[config.mk]
export PLATFORM = sky130hd
export DESIGN_NAME = modport_fifo
export DESIGN_NICKNAME = d
export VERILOG_FILES = /design/src/rtl/modport_fifo_pkg.sv /design/src/rtl/modport_fifo_mem.sv /design/src/rtl/modport_fifo.sv
export SDC_FILE = /design/constraint.sdc
export NUM_CORES = 1
export LEC_CHECK = 0
export BUFFER_PORTS_ARGS = -buffer_cell sky130_fd_sc_hd__buf_2
export CAP_MARGIN = 20
export CORE_MARGIN = 5
export CORE_UTILIZATION = 40
export DETAILED_ROUTE_END_ITERATION = 10
export PLACE_DENSITY_LB_ADDON = 0.1
export SYNTH_ARGS = -nofsm -noshare
export SYNTH_HDL_FRONTEND = slang
export SYNTH_HIERARCHICAL = 1
export SYNTH_SLANG_ARGS = --single-unit
[constraint.sdc]
create_clock -name clk -period 5.7 [get_ports clk]
set_input_delay 0.285 -clock clk [delete_from_list [all_inputs] [get_ports clk]]
set_output_delay 0.285 -clock clk [all_outputs]
set_load 0.005 [all_outputs]
[src/rtl/modport_fifo_pkg.sv]
// Shared definitions for the modport_fifo slice.
//   DATA_W_DEF / DEPTH_DEF   : default word width and entry count
//   ADDR_W_DEF               : pointer width derived from DEPTH_DEF
//   AF_LVL_DEF / AE_LVL_DEF  : default almost-full / almost-empty thresholds
//   op_e                     : per-cycle accepted operation, encoded {write, read}
package modport_fifo_pkg;

  localparam int unsigned DATA_W_DEF = 8;
  localparam int unsigned DEPTH_DEF  = 16;
  localparam int unsigned ADDR_W_DEF = $clog2(DEPTH_DEF);
  localparam int unsigned AF_LVL_DEF = DEPTH_DEF - 2;
  localparam int unsigned AE_LVL_DEF = 2;

  typedef enum logic [1:0] {
    OP_NONE = 2'b00,
    OP_RD   = 2'b01,
    OP_WR   = 2'b10,
    OP_BOTH = 2'b11
  } op_e;

endpackage

[src/rtl/modport_fifo_mem.sv]
// DEPTH x DATA_W register array for modport_fifo.
//   clk, rstn          : clock, async active-low reset (read register only)
//   wr_en/wr_addr/wr_data : synchronous write port
//   rd_en/rd_addr      : read request; rd_data loads mem[rd_addr] on the edge
//   rd_data            : registered read data, holds when rd_en is low
// The array itself is not reset.
module modport_fifo_mem
  import modport_fifo_pkg::*;
#(
  parameter int unsigned DATA_W = DATA_W_DEF,
  parameter int unsigned DEPTH  = DEPTH_DEF,
  parameter int unsigned ADDR_W = $clog2(DEPTH)
) (
  input  logic              clk,
  input  logic              rstn,
  input  logic              wr_en,
  input  logic [ADDR_W-1:0] wr_addr,
  input  logic [DATA_W-1:0] wr_data,
  input  logic              rd_en,
  input  logic [ADDR_W-1:0] rd_addr,
  output logic [DATA_W-1:0] rd_data
);

  logic [DATA_W-1:0] mem [DEPTH];

  always_ff @(posedge clk) begin
    if (wr_en) mem[wr_addr] <= wr_data;
  end

  // Same-address read and write in one cycle returns the old word,
  // which is what a full FIFO doing read+write needs.
  always_ff @(posedge clk or negedge rstn) begin
    if (!rstn)      rd_data <= '0;
    else if (rd_en) rd_data <= mem[rd_addr];
  end

endmodule

[src/rtl/modport_fifo.sv]
// Synchronous FIFO with registered read data and occupancy flags.
//   clk, rstn    : clock, async active-low reset
//   i_wren       : write request; i_wrdata captured when accepted
//   i_rden       : read request; o_rddata updates one edge later-visible
//   o_rddata     : registered read data, holds without an accepted read
//   o_empty      : occupancy == 0          o_alm_empty : occupancy <= AE_LVL
//   o_full       : occupancy == DEPTH      o_alm_full  : occupancy >= AF_LVL
module modport_fifo
  import modport_fifo_pkg::*;
#(
  parameter int unsigned DATA_W = DATA_W_DEF,
  parameter int unsigned DEPTH  = DEPTH_DEF,
  parameter int unsigned AF_LVL = DEPTH - 2,
  parameter int unsigned AE_LVL = AE_LVL_DEF
) (
  input  logic              clk,
  input  logic              rstn,
  input  logic              i_wren,
  input  logic              i_rden,
  input  logic [DATA_W-1:0] i_wrdata,
  output logic [DATA_W-1:0] o_rddata,
  output logic              o_empty,
  output logic              o_alm_empty,
  output logic              o_full,
  output logic              o_alm_full
);

  localparam int unsigned ADDR_W = $clog2(DEPTH);
  localparam int unsigned CNT_W  = ADDR_W + 1;

  logic [ADDR_W-1:0] wr_ptr;
  logic [ADDR_W-1:0] rd_ptr;
  logic [CNT_W-1:0]  count;
  logic              rd_acc;
  logic              wr_acc;
  op_e               op;

  // A read frees a slot in the same edge, so a full FIFO may still accept a write.
  always_comb begin
    rd_acc = i_rden && !o_empty;
    wr_acc = i_wren && (!o_full || rd_acc);
    op     = op_e'({wr_acc, rd_acc});
  end

  always_ff @(posedge clk or negedge rstn) begin
    if (!rstn) begin
      wr_ptr <= '0;
      rd_ptr <= '0;
      count  <= '0;
    end else begin
      if (wr_acc) wr_ptr <= wr_ptr + 1'b1;
      if (rd_acc) rd_ptr <= rd_ptr + 1'b1;
      case (op)
        OP_WR:   count <= count + 1'b1;
        OP_RD:   count <= count - 1'b1;
        default: count <= count;
      endcase
    end
  end

  always_comb begin
    o_empty     = (count == '0);
    o_full      = (count == CNT_W'(DEPTH));
    o_alm_empty = (count <= CNT_W'(AE_LVL));
    o_alm_full  = (count >= CNT_W'(AF_LVL));
  end

  modport_fifo_mem #(
    .DATA_W (DATA_W),
    .DEPTH  (DEPTH),
    .ADDR_W (ADDR_W)
  ) u_mem (
    .clk     (clk),
    .rstn    (rstn),
    .wr_en   (wr_acc),
    .wr_addr (wr_ptr),
    .wr_data (i_wrdata),
    .rd_en   (rd_acc),
    .rd_addr (rd_ptr),
    .rd_data (o_rddata)
  );

endmodule

=== Word-level counts from Yosys, hierarchy flattened ===
Memories as Yosys holds them, arrays and structs flattened. A register that Yosys moved wholly into a read port is not among the register bits.
Cells that the tools add are included.

* Register bits: 13
* Memory bits (writable): 128
* Input port bits: 12
* Output and inout port bits: 12
* Word-level logic and storage cells: 24
* Memories kept: 1

{| class="wikitable"
|+ Memory list
! memory !! depth !! bits a word !! rd ports !! clocked after memory_dff !! write ports !! line !! text
|-
| u_mem.mem || 16 || 8 || 1 || 1 || 1 || modport_fifo_mem.sv:24 || <nowiki>logic [DATA_W-1:0] mem [DEPTH];</nowiki>
|}

* Add/sub/neg operators: 4
* Magnitude comparators: 2
* Equality and inequality tests: 3
* Multiplexer cells: 3
* Reductions and logical operators: 8

{| class="wikitable"
|+ Operator list
! operator !! number
|-
| one-hot mux 5 bit (2 select lines) || 1
|-
| adder 4 x 1 -> 4 bit (second input constant) || 2
|-
| adder 5 x 1 -> 5 bit (second input constant) || 1
|-
| equality test 5 bit (second input constant) || 1
|-
| greater-or-equal comparator 5 x 4 -> 1 bit (second input constant) || 1
|-
| <= comparator 5 x 2 -> 1 bit (second input constant) || 1
|-
| logical NOT 5 bit || 1
|-
| subtractor 5 x 1 -> 5 bit (second input constant) || 1
|-
| logical NOT 1 bit || 3
|-
| equality test 2 x 1 -> 1 bit (second input constant) || 1
|-
| equality test 2 bit (second input constant) || 1
|-
| logical AND 1 bit || 2
|-
| two-way mux 1 bit || 2
|-
| nonzero test 2 bit || 1
|-
| logical OR 1 bit || 1
|}

=== Logic depth before layout (Yosys ltp) ===
Gate-level depths: netlist of run 1.

* Depth after elaboration: 7
* Mapped depth: 9

=== Modules after synthesis ===
The synthesis of run 1 kept the hierarchy.

{| class="wikitable"
|+ By module, submodules not included
! module !! instances !! cells each !! area each (um^2)
|-
| modport_fifo_mem || 1 || 240 || 5331.4
|-
| modport_fifo || 1 || 75 || 825.8
|}

=== Worst setup path before layout of run 1 ===
Ideal clock, no wire load.

* Path type: register to register
* Start point: reg count[1]
* End point: reg count[4]
* Data arrival time: 2.795 ns
* Data required time: 5.566 ns
* Path slack: 2.772 ns
* Stages on the path, launching flop included: 10
* Path buffers: 1
* Path through: dfrtp_1 > or4_4 > buf_6 > o21ai_4 > inv_1 > ha_1 > ha_1 > or4b_2 > o311ai_0 > o211ai_1

* Cells in the longest elaborated chain, start to end: 7
* Elaborated cells on any way between the ends: 13
* Classes of those cells: 2 x add/sub; 3 x eq/ne; 1 x mux; 7 x reduce/logical

{| class="wikitable"
|+ Ends and longest elaborated chain
! item !! line !! text
|-
| start: declaration || modport_fifo.sv:33 || <nowiki>logic [CNT_W-1:0] count;</nowiki>
|-
| start signal: assignment || modport_fifo.sv:54 || <nowiki>OP_WR: count <= count + 1'b1;</nowiki>
|-
| start signal: assignment || modport_fifo.sv:55 || <nowiki>OP_RD: count <= count - 1'b1;</nowiki>
|-
| start signal: assignment || modport_fifo.sv:56 || <nowiki>default: count <= count;</nowiki>
|-
| logical NOT 5 bit * || modport_fifo.sv:62 || <nowiki>o_empty = (count == '0);</nowiki>
|-
| logical NOT 1 bit * || modport_fifo.sv:40 || <nowiki>rd_acc = i_rden && !o_empty;</nowiki>
|-
| logical AND 1 bit * || modport_fifo.sv:40 ||
|-
| via rd_acc || modport_fifo.sv:34 || <nowiki>logic rd_acc;</nowiki>
|-
| logical OR 1 bit || modport_fifo.sv:41 || <nowiki>wr_acc = i_wren && (!o_full || rd_acc);</nowiki>
|-
| logical AND 1 bit || modport_fifo.sv:41 ||
|-
| equality test 2 x 1 -> 1 bit or equality test 2 bit (tied branches) || modport_fifo.sv:53 || <nowiki>case (op)</nowiki>
|-
| one-hot mux 5 bit (2 select lines) or nonzero test 2 bit (tied branches) || n/a ||
|}

Mark *: on every way through the listed nets, which the timed path passes. The rest lies on a longest branch.
A chain may end at the register's enable or synchronous reset.

=== Worst setup path in the final report of run 1 ===
Ends and elaborated chain as after synthesis.

==> results of run 1 <==
==> where the power goes <==
group	internal (mW)	switching, mW
Clock	0.742	0.410
Sequential	1.37	0.234
Combinational	0.476	0.427
==> metal layers <==
metal,vias up,wire [um],global-route usage
li1,1345,-,-
met1,1569,5840,0.200
met2,44,6070,0.235
met3,13,319,0.0386
met4,0,150,0.0543
met5,-,0,0
==> metrics by stage <==
step                power (mW)  std cells
detailed placement        2.53        512
global placement          2.51        512
global route              3.85        546
CTS                       3.68        545
finish                    3.65        546
floorplan                 2.29        315
==> worst max-delay path by stage <==
stage                               startpoint                   end  slack, ps
final                     count[1]$_DFFE_PN0P_  count[4]$_DFFE_PN0P_       2230
after global routing      count[1]$_DFFE_PN0P_  count[4]$_DFFE_PN0P_       2060
after CTS                 count[1]$_DFFE_PN0P_  count[4]$_DFFE_PN0P_       2210
after detailed placement  count[1]$_DFFE_PN0P_  count[4]$_DFFE_PN0P_       2220
after global placement    count[1]$_DFFE_PN0P_  count[4]$_DFFE_PN0P_       2320
after floorplan           count[1]$_DFFE_PN0P_  count[4]$_DFFE_PN0P_       2770
==> registers in the layout (all words and copies together), names as in the netlist <==
name	count
u_mem/mem	128
u_mem/rd_data	8
count	5
wr_ptr	4
rd_ptr	4
==> cell usage after synthesis, types with 5 or more instances <==
cell type	number	area (um2)
o22ai_1	7	43.8
nor2_1	22	82.6
mux4_1	6	158
buf_1	5	18.8
nor3b_1	5	37.5
edfxtp_1	128	3840
a221oi_2	8	120
dfrtp_1	21	526
mux2i_1	8	80.1
inv_1	5	18.8
nand3_1	5	25.0
xnor2_1	8	70.1
buf_6	6	67.6
ha_1	6	75.1
mux4_2	26	586
==> area by class of cell <==
class	instances	area, um2	area share
clock buffer	23	498	0.0707
clock inverter	9	123	0.0174
inverter	5	18.8	0.00266
multi-input combinational	144	1630	0.231
sequential	149	4370	0.620
tap	188	235	0.0334
timing repair buffer	28	175	0.0249
==> cell families after synthesis <==
| family | count (synthesis) | share of synthesized area |
|---|---|---|
| flip-flops | 149 | 0.710 |
| AND/OR/NAND/NOR | 53 | 0.0461 |
| multiplexers | 44 | 0.142 |
| AO/OA/AOI/OAI | 32 | 0.0488 |
| buffers and inverters | 22 | 0.0270 |
| XOR/XNOR | 8 | 0.0114 |
| adder cells (fa/ha/maj) | 7 | 0.0154 |
==> worst reg2reg max path, stage by stage, from the launching register on <==
cell and delay [ps]:
dfrtp_1 440, or4_4 640, o21ai_4 190, inv_1 310
ha_1 460, ha_1 400, or4b_2 650, o311ai_0 130
o211ai_1 120
==> impl_metrics.toml, run 1 <==
[run_status]
status = "complete, no violations"

[floorplan]
start_util = 0.407
die_height_um = 134
die-area_um2 = 18000
core_area_um2 = 15100
die_w_um = 134
io_pins = 24
fp-row-count = 45

[critical_path]
end_kind = "flip-flop"
crit_buf_inv = 1
cp_cell_sequence = "or4_4 > o21ai_4 > inv_1 > ha_1 > ha_1 > or4b_2 > o311ai_0 > o211ai_1"
critPathMaxFanout = 18
required_ps = 5990
crit_family = "simple AND/OR/NAND/NOR gates"
crit_slowest_cell = "or4b_2"
crit-reg2reg-launch = "count[1]$_DFFE_PN0P_"
cp_num_cells = 8
slowest_delay_ps = 650
rrSetupSlack_ps = 2230
worstReg2RegEnd = "count[4]$_DFFE_PN0P_"
crit_path_frequent_cell = "ha_1"
reg2regPathDepth = 8
cp-start-kind = "flip-flop"
cp.arrival_ps = 3760
path_class = "flip-flop to flip-flop"

[synthesis]
ys_warn_count = 6
synth-edff-count = 128
netlist_instances = 315
synthArstFlopShare = 0.141
ys_ff_latch = 149
synth_ff_type = "edfxtp_1"
synth.avg_cell_area_um2 = 19.5
syn_area_um2 = 6160
synthDistinctLibCells = 42
synth_fp_nets = 334
yosysSeqAreaShare = 0.710

[final_layout]
fin_nets = 364
layout_common_cells = "128 x edfxtp_1, 26 x mux4_2, 23 x buf_2, 22 x nor2_1, 19 x dfrtp_1"
syn_to_final_growth_pct = 14.5
drive_gt1_frac = 0.288
n_fill_cell = 1286
final_cell_area_um2 = 7050
diodes = 0
final_util = 0.465
final_common_cell = "edfxtp_1"

[sta]
worstMarginPinSlew_ps = 1070
hold_viol = 0
hold_ws_ps = 170
fin_crit_sh = 0.609
finalWorstSetupSlack_ps = 2230
fin_worst_skew_ps = 4.42
min_period_ps = 3470
relSlewSlack = 0.283
maxSlewViolCount = 0
fmax_mhz = 288
fin_setup_tns_ps = 0
setup_viol = 0
rsz0062_at_grt = "false"

[routing]
first_pass_iters = 4
drc_errors = 0
num_vias = 2971
routed_wl_um = 12400
ant_nets = 0
drtIter0Drc = 228
wl_per_cell_um = 22.7
vias_per_cell = 5.44

[power_and_ir_drop]
peakVddDrop_uv = 235
p_per_area_nw_per_um2 = 519
cellLeakagePower_nw = 2.37

[placement]
place_congestion = 0.751
dpl.hpwl_um = 7680
dpl_cell_area_um2 = 6390
place_ws_ps = 2220
portBuffers = 23

[run]
cap_violations = 0

[clock_tree]
cts_tree = "built"
cts-root-buf = "clkbuf_16"
clock_latency_ps = 410
post-cts-setup-buffer-count = 0
cts_buffer_depth = 2
cts-resized-gates = 0
clk_pin_slew_worst_paths_ps = 60
htree_levels = 4
postCtsHoldBufs = 1
cts_made_buffers = 17
clock-sinks = 149

[worst_hold_path]
holdPathEnd = "rd_ptr[0]$_DFFE_PN0P_"
min-delay-start = "i_rden"
hold_class = "primary input to flip-flop"
whs_path_depth = 3

[global_routing]
grt_max_degree = 35
grt.total_usage = 0.149
antenna_found_initial = 0
grt_pass1_wl_um = 19000
grt_pass1_vias = 3137
overflow = 0
(Power assumes the default switching activity.)
==> run 2, diff against run 1 <==
==> constraint.sdc (replaced) <==
create_clock -name clk -period 2.9 [get_ports clk]
set_input_delay 0.145 -clock clk [delete_from_list [all_inputs] [get_ports clk]]
set_output_delay 0.145 -clock clk [all_outputs]
set_load 0.005 [all_outputs]
==> impl_metrics.toml, run 2 (synthesis results as in run 1) <==
[critical_path]
crit-reg2reg-launch = "count[0]$_DFFE_PN0P_"
reg2regPathDepth = 9
worstReg2RegEnd = "count[4]$_DFFE_PN0P_"
cp-start-kind = "flip-flop"
critPathMaxFanout = 9
rrSetupSlack_ps = 130
cp.arrival_ps = 3100
required_ps = 3230
end_kind = "flip-flop"
path_class = "flip-flop to flip-flop"

[floorplan]
die_height_um = 134
die-area_um2 = 18000
core_area_um2 = 15100
io_pins = 24
start_util = 0.407
fp-row-count = 45
die_w_um = 134

[worst_hold_path]
holdPathEnd = "rd_ptr[0]$_DFFE_PN0P_"
hold_class = "primary input to flip-flop"
whs_path_depth = 3
min-delay-start = "i_rden"

[final_layout]
diodes = 0
final_util = 0.477
largest_reg_flops = 128
drive_gt1_frac = 0.333
syn_to_final_growth_pct = 17.3
layout_common_cells = "128 x edfxtp_1, 26 x mux4_2, 23 x buf_2, 23 x buf_4, 22 x nor2_1"
multi_input_area_um2 = 1630
largest_register = "u_mem/mem"
final_common_cell = "edfxtp_1"
regArea_um2 = 4370
top_regs = "u_mem/mem: 128 flops, u_mem/rd_data: 8 flops, count: 5 flops"
n_fill_cell = 1265
fin_nets = 384

[run_status]
status = "complete, no violations"

[routing]
drc_errors = 0
vias_per_cell = 5.41
wl_per_cell_um = 21.9
first_pass_iters = 4
ant_nets = 0
routed_wl_um = 12400
drtIter0Drc = 223
num_vias = 3063

[power_and_ir_drop]
clkPwrFrac = 0.322
peakVddDrop_uv = 455
seqPwrFrac = 0.406
switchingPower_mw = 2.14
p_per_area_nw_per_um2 = 1020
switching_share = 0.290
power.total_mw = 7.39
p_comb_frac = 0.272
cellLeakagePower_nw = 2.48
internal-power_mw = 5.25

[global_routing]
overflow = 0
grt_max_degree = 24
grt_pass1_vias = 3144
antenna_found_initial = 0
grt.total_usage = 0.150
grt_pass1_wl_um = 19300

[placement]
dpl.hpwl_um = 7910
place_congestion = 0.762
portBuffers = 23

[clock_tree]
cts_tree = "built"
clock-sinks = 149
cts-root-buf = "clkbuf_16"
clk_pin_slew_worst_paths_ps = 60
clock_latency_ps = 420
htree_levels = 4
cts_made_buffers = 17
cts_buffer_depth = 2

[sta]
worstMarginPinSlew_ps = 1090
fmax_mhz = 361
rsz0062_at_grt = "false"
relSlewSlack = 0.271
min_period_ps = 2770
fin_setup_tns_ps = 0
fin_crit_sh = 0.956
hold_viol = 0
maxSlewViolCount = 0
fin_worst_skew_ps = 6.26
setup_viol = 0

[run]
cap_violations = 0
## run 2: how the worst max path moves through the flow
stage                                    start                    to  slack (ps)  depth (start not counted)
after floorplan           count[1]$_DFFE_PN0P_  count[4]$_DFFE_PN0P_          50                          9
after global placement    count[1]$_DFFE_PN0P_  count[4]$_DFFE_PN0P_         150                          9
after detailed placement  count[1]$_DFFE_PN0P_  count[4]$_DFFE_PN0P_         110                          9
after CTS                 count[1]$_DFFE_PN0P_  count[4]$_DFFE_PN0P_         100                          9
after global routing      count[0]$_DFFE_PN0P_  count[4]$_DFFE_PN0P_          10                          9
final                     count[0]$_DFFE_PN0P_  count[4]$_DFFE_PN0P_         130                          9
## run 2: layer usage
metal | vias to the layer above | routed length (um) | GRT usage
met5 | - | 0 | 0
met4 | 0 | 259 | 0.0628
met3 | 20 | 391 | 0.0360
met2 | 56 | 6210 | 0.241
met1 | 1596 | 5510 | 0.198
li1 | 1391 | - | -
## run 2: worst max-delay path: stages (launching register included)
cell	delay, ps
dfrtp_1	380
or4_4	610
o21ai_4	180
inv_1	80
ha_2	190
buf_4	160
fa_1	430
a21oi_2	160
mux2_2	340
o211ai_1	170
## run 2: final cells by class
| type | instances | area share |
|---|---|---|
| Clock inverter | 13 | 0.0284 |
| Tap cell | 188 | 0.0326 |
| Sequential cell | 149 | 0.606 |
| Inverter | 5 | 0.00260 |
| Timing Repair Buffer | 48 | 0.0440 |
| Clock buffer | 19 | 0.0614 |
| Multi-Input combinational cell | 144 | 0.225 |
## run 2: repair_timing
item,in CTS,in global routing
hold buffers,1,0
buffers inserted,0,0
hold endpoints to repair,21,0
endpoints found under the setup margin,0,1
resized for setup,0,1
## run 2: power by group through the flow
| stage | logic [mW] | clock network [mW] | registers, mW |
|---|---|---|---|
| after floorplan | 1.62 | 0 | 2.88 |
| after global placement | 2.05 | 0 | 3.05 |
| after detailed placement | 2.04 | 0 | 3.06 |
| after CTS | 2.05 | 2.43 | 3.01 |
| after global routing | 2.19 | 2.53 | 3.06 |
| final | 2.01 | 2.38 | 3.00 |
## run 2: through the flow
step                      std cells  worst slack, ps  hold WS [ps]  area, um2
after global routing            566             13.3          33.2       7220
final                           566              129          34.2       7220
after CTS                       566              103          16.9       7220
after detailed placement        533              107           180       6560
after floorplan                 315             46.6          -151       6160
after global placement          533              145           171       6560
